===== src/rtl/wb_arb_pkg.sv =====
// ============================================================================
// Module   : wb_arb_pkg
// Purpose  : Shared state encodings and grant codes for the two-master
//            Wishbone arbiter.
// Revision : 1.0 - initial release
// ============================================================================
`default_nettype none

package wb_arb_pkg;

  typedef enum logic [1:0] {
    ST_IDLE = 2'd0,
    ST_OWN0 = 2'd1,
    ST_OWN1 = 2'd2
  } arb_state_e;

  localparam logic [1:0] GNT_IDLE = 2'b00;
  localparam logic [1:0] GNT_M0   = 2'b01;
  localparam logic [1:0] GNT_M1   = 2'b10;

endpackage : wb_arb_pkg

`default_nettype wire


===== src/rtl/wb_arbiter2.sv =====
// ============================================================================
// Module   : wb_arbiter2
// Purpose  : Two-master Wishbone arbiter (m0 = CPU core, m1 = debug engine)
//            with a registered owner FSM and a combinational bus mux.
//            Define WB_ARB_ROUND_ROBIN_EN to alternate simultaneous winners;
//            otherwise m0 has fixed priority.
// Revision : 1.0 - initial release
// ============================================================================
`default_nettype none

module wb_arbiter2
  import wb_arb_pkg::*;
#(
  parameter  int DATA_WIDTH = 16,
  parameter  int ADDR_WIDTH = 32,
  localparam int SEL_WIDTH  = DATA_WIDTH / 8
) (
  input  logic                  clk_i,
  input  logic                  rst_i,
  // master 0 (CPU core)
  input  logic                  m0_cyc_i,
  input  logic                  m0_stb_i,
  input  logic                  m0_we_i,
  input  logic [ADDR_WIDTH-1:0] m0_adr_i,
  input  logic [SEL_WIDTH-1:0]  m0_sel_i,
  input  logic [DATA_WIDTH-1:0] m0_dat_i,
  output logic [DATA_WIDTH-1:0] m0_dat_o,
  output logic                  m0_ack_o,
  // master 1 (debug engine)
  input  logic                  m1_cyc_i,
  input  logic                  m1_stb_i,
  input  logic                  m1_we_i,
  input  logic [ADDR_WIDTH-1:0] m1_adr_i,
  input  logic [SEL_WIDTH-1:0]  m1_sel_i,
  input  logic [DATA_WIDTH-1:0] m1_dat_i,
  output logic [DATA_WIDTH-1:0] m1_dat_o,
  output logic                  m1_ack_o,
  // interconnect side
  output logic                  s_cyc_o,
  output logic                  s_stb_o,
  output logic                  s_we_o,
  output logic [ADDR_WIDTH-1:0] s_adr_o,
  output logic [SEL_WIDTH-1:0]  s_sel_o,
  output logic [DATA_WIDTH-1:0] s_dat_o,
  input  logic [DATA_WIDTH-1:0] s_dat_i,
  input  logic                  s_ack_i,
  output logic [1:0]            gnt_o
);

  arb_state_e state_q, state_d;
  logic       pick_m1;

`ifdef WB_ARB_ROUND_ROBIN_EN
  // last_q = 1 means m1 owned the bus most recently
  logic last_q, last_d;

  assign pick_m1 = m1_cyc_i & (~m0_cyc_i | ~last_q);

  always_comb begin
    last_d = last_q;
    if (state_q == ST_IDLE) begin
      if (state_d == ST_OWN1)      last_d = 1'b1;
      else if (state_d == ST_OWN0) last_d = 1'b0;
    end
  end

  always_ff @(posedge clk_i) begin
    if (rst_i) last_q <= 1'b1;
    else       last_q <= last_d;
  end
`else
  assign pick_m1 = m1_cyc_i & ~m0_cyc_i;
`endif

  always_comb begin
    state_d = state_q;
    case (state_q)
      ST_IDLE: begin
        if (pick_m1)       state_d = ST_OWN1;
        else if (m0_cyc_i) state_d = ST_OWN0;
      end
      ST_OWN0: if (!m0_cyc_i) state_d = ST_IDLE;
      ST_OWN1: if (!m1_cyc_i) state_d = ST_IDLE;
      default: state_d = ST_IDLE;
    endcase
  end

  always_ff @(posedge clk_i) begin
    if (rst_i) state_q <= ST_IDLE;
    else       state_q <= state_d;
  end

  // Mux keys off the registered owner, so an ack arriving as cyc drops still lands.
  always_comb begin
    s_cyc_o  = 1'b0;
    s_stb_o  = 1'b0;
    s_we_o   = 1'b0;
    s_adr_o  = '0;
    s_sel_o  = '0;
    s_dat_o  = '0;
    m0_ack_o = 1'b0;
    m1_ack_o = 1'b0;
    gnt_o    = GNT_IDLE;
    case (state_q)
      ST_OWN0: begin
        s_cyc_o  = m0_cyc_i;
        s_stb_o  = m0_stb_i;
        s_we_o   = m0_we_i;
        s_adr_o  = m0_adr_i;
        s_sel_o  = m0_sel_i;
        s_dat_o  = m0_dat_i;
        m0_ack_o = s_ack_i;
        gnt_o    = GNT_M0;
      end
      ST_OWN1: begin
        s_cyc_o  = m1_cyc_i;
        s_stb_o  = m1_stb_i;
        s_we_o   = m1_we_i;
        s_adr_o  = m1_adr_i;
        s_sel_o  = m1_sel_i;
        s_dat_o  = m1_dat_i;
        m1_ack_o = s_ack_i;
        gnt_o    = GNT_M1;
      end
      default: ;
    endcase
  end

  assign m0_dat_o = s_dat_i;
  assign m1_dat_o = s_dat_i;

endmodule : wb_arbiter2

`default_nettype wire


===== config.mk =====
export PLATFORM = sky130hd
export DESIGN_NAME = wb_arbiter2
export DESIGN_NICKNAME = d
export VERILOG_FILES = /design/src/rtl/wb_arb_pkg.sv /design/src/rtl/wb_arbiter2.sv
export SDC_FILE = /design/constraint.sdc
export NUM_CORES = 1
export LEC_CHECK = 0
export CAP_MARGIN = 20
export CORE_MARGIN = 4
export CORE_UTILIZATION = 22
export DETAILED_ROUTE_END_ITERATION = 8
export GPL_ROUTABILITY_DRIVEN = 0
export HOLD_SLACK_MARGIN = 0.05
export PLACE_DENSITY = 0.84
export SLEW_MARGIN = 10
export SYNTH_ARGS = -nofsm -noshare
export SYNTH_HDL_FRONTEND = slang
export SYNTH_SLANG_ARGS = --single-unit

===== constraint.sdc =====
create_clock -name clk_i -period 1.86 [get_ports clk_i]
set_input_delay 0.186 -clock clk_i [delete_from_list [all_inputs] [get_ports clk_i]]
set_output_delay 0.186 -clock clk_i [all_outputs]
set_load 0.05 [all_outputs]

==> results.md <==
* Compound-cell area share of the yosys netlist at 0.360
* Hold WS at 0.372 ns
* Initial antenna violation count at 0
* Total gr overflow at 0
* PwrDens at 460 nW/um^2
* Cells after Synth at 173
* Detail Route Antenna Nets at 0
* Crit path top cell by count: buf_12
* First-pass GRT wire length at 10.3 mm
* Max reg flops at 2
* Utilization after layout at 0.641
* Worst Setup Start Kind: register
* CTS tree: yes
* Clock buffer count from CTS at 3
* # Max-Cap Violations at 0
* Sequential Area at 41.3 um^2
* Post-synthesis sequential area ratio at 0.0322
* Status: finished clean
* # setup viols final at 0
* Vias/cell at 4.85
* Syn-to-layout area delta at 184%
* DIE HEIGHT at 83.2 um
* Synth Area in Simple Gates at 0.287
* Setup bufs post-CTS at 0
* Die width at 83.2 um
* Filler Cell Count at 428
* CP required at 1.67 ns
* Slowest stage delay, CP at 0.33 ns
* Clock root buffer master: clkbuf_8
* Number of hold violations in the final report at 0
* WP buf/inv at 3
* Biggest regs: state_q: 2 flops
* Core area at 5510 um^2
* Crit path cell chain: inv_1 -> ha_2 -> buf_12 -> a22oi_1 -> nor2b_2 -> buf_12
* Layout cells sized above 1 at 0.433
* Period utilization at 0.958
* Setup WS post-layout at 0.0790 ns
* Main combinational cell family by area after synthesis: compound AO/OA/AOI/OAI gates
* # IOs at 214
* XOR/XNOR Fraction of Synth Area at 0
* Yosys warnings at 0
* Synth Net Count at 303
* Slowest CP cell: dfxtp_2
* Crit. End Element: output pin
* Drt pass-1 iters at 4
* Initial Util at 0.226
* Highest-count cells in the layout ignoring fill and taps: clkdlybuf4s50_1, buf_12, nor2b_2
* Unique masters post-synth at 16
* Clk_skew at 0.000406 ns
* Port buffer count at 165
* Post-Synthesis Mean Instance Area at 7.18 um^2
* Measured slew at the worst slew-check pin at 0.241 ns
* Antenna cell count at 0
* Largest net degree at the start of global routing at 35
* Via count at 1794
* Most common cell after layout, fill and taps aside: clkdlybuf4s50_1
* Die ar. at 6910 um^2
* Wire per inst at 17.9 um
* Max Root-Sink Buffers at 2
* All-Layer GR Usage at 0.179
* Top reg by flops: state_q
* Clock latency on the worst-skew pair at 0.21 ns
* Mux contribution to synthesized area at 0
* HP Class: in -> out
* Vias in the first global route at 2024
* Worst VDD drop at 0.324 mV
* 1st-iter DRT viols at 53
* Leak pwr at 1.21 nW
* #FFs+latches synth at 2
* Post-DP HPWL at 5.47 mm
* Max Fclk at 561 MHz
* Final Cell Area at 3530 um^2
* Placed cell area at 3420 um^2
* Setup TNS Final at 0 ns
* WL final at 6.61 mm
* Multi-input gate area at 1050 um^2
* Synthesized area at 1240 um^2
* Worst-path clk slew at 0.03 ns
* Post-Synth Adder-Cell Area at 0.0504
* Worst Path Arrival at 1.59 ns
* Clk sinks at 2
* Num rows at 27
* CP top delay family: buffers and inverters
* Worst-path maximum fanout at 28
* NumNets Final at 430
* Slew Limit Fails at 0
* Number of remaining DRC errors at 0
* Tmin final at 1.78 ns
* Setup CP Type: reg -> out
* H-tree level count at 1
* Max_slew headroom at 0.839
* Dpl ws at 0.203 ns
-- path summary, 6_finish.rpt --
check,start,end,slack [ns],cells after the start
worst max-delay path,state_q[1],s_adr_o[4],0.08,6
worst min-delay path,s_dat_i[13],m0_dat_o[13],0.37,0
worst max register to register,state_q[1],state_q[0],0.35,6
worst min register to register,state_q[1],state_q[1],0.58,2
-- cell type report --
class,instances,share of cell area
timing repair buffer,171,0.652
multi-input combinational,119,0.296
tap,72,0.0255
sequential,2,0.0117
clock buffer,3,0.0117
inverter,3,0.00319
-- layer usage --
layer,global-route usage,wire length [um],share of wire
met5,0,0,0
met4,0.0505,88,0.013
met3,0.0605,622,0.094
met2,0.345,3670,0.55
met1,0.181,2230,0.34
-- synthesized netlist by cell type --
cell type / n / area [um^2]
a21oi_1: 1 / 5.00
dfxtp_1: 2 / 40.0
a211oi_2: 1 / 12.5
ha_1: 5 / 62.6
clkbuf_1: 5 / 18.8
buf_6: 1 / 11.3
and2_1: 2 / 12.5
nor2b_1: 53 / 332
inv_1: 3 / 11.3
a41o_1: 1 / 10.0
buf_4: 32 / 240
a22oi_1: 52 / 390
buf_2: 11 / 55.1
a211oi_1: 1 / 7.51
a22oi_4: 1 / 21.3
nand2b_1: 2 / 12.5
-- per-stage QoR --
step | instances | power, mW
CTS | 370 | 1.59
floorplan | 173 | 0.918
global placement | 367 | 1.39
detailed placement | 367 | 1.41
global route | 370 | 1.70
finish | 370 | 1.62
-- timing repair --
item	CTS	global route
gates resized for setup	2	15
setup endpoints to repair	10	38
hold endpoints to repair	0	0
hold buffers	0	0
-- cells by family (layout without fill, tap and decap cells) --
kind of cell | after synthesis | count (layout)
simple gates | 57 | 57
flops | 2 | 2
fa+ha+maj | 5 | 5
compound gates | 57 | 57
buf+inv | 52 | 177
-- power breakdown --
| part | switching (mW) | internal (mW) | total, mW |
|---|---|---|---|
| Clock | 0.0327 | 0.137 | 0.169 |
| Sequential | 0.00576 | 0.0489 | 0.0547 |
| Combinational | 0.647 | 0.751 | 1.40 |
Note: power is estimated with default switching activity, not from simulation.
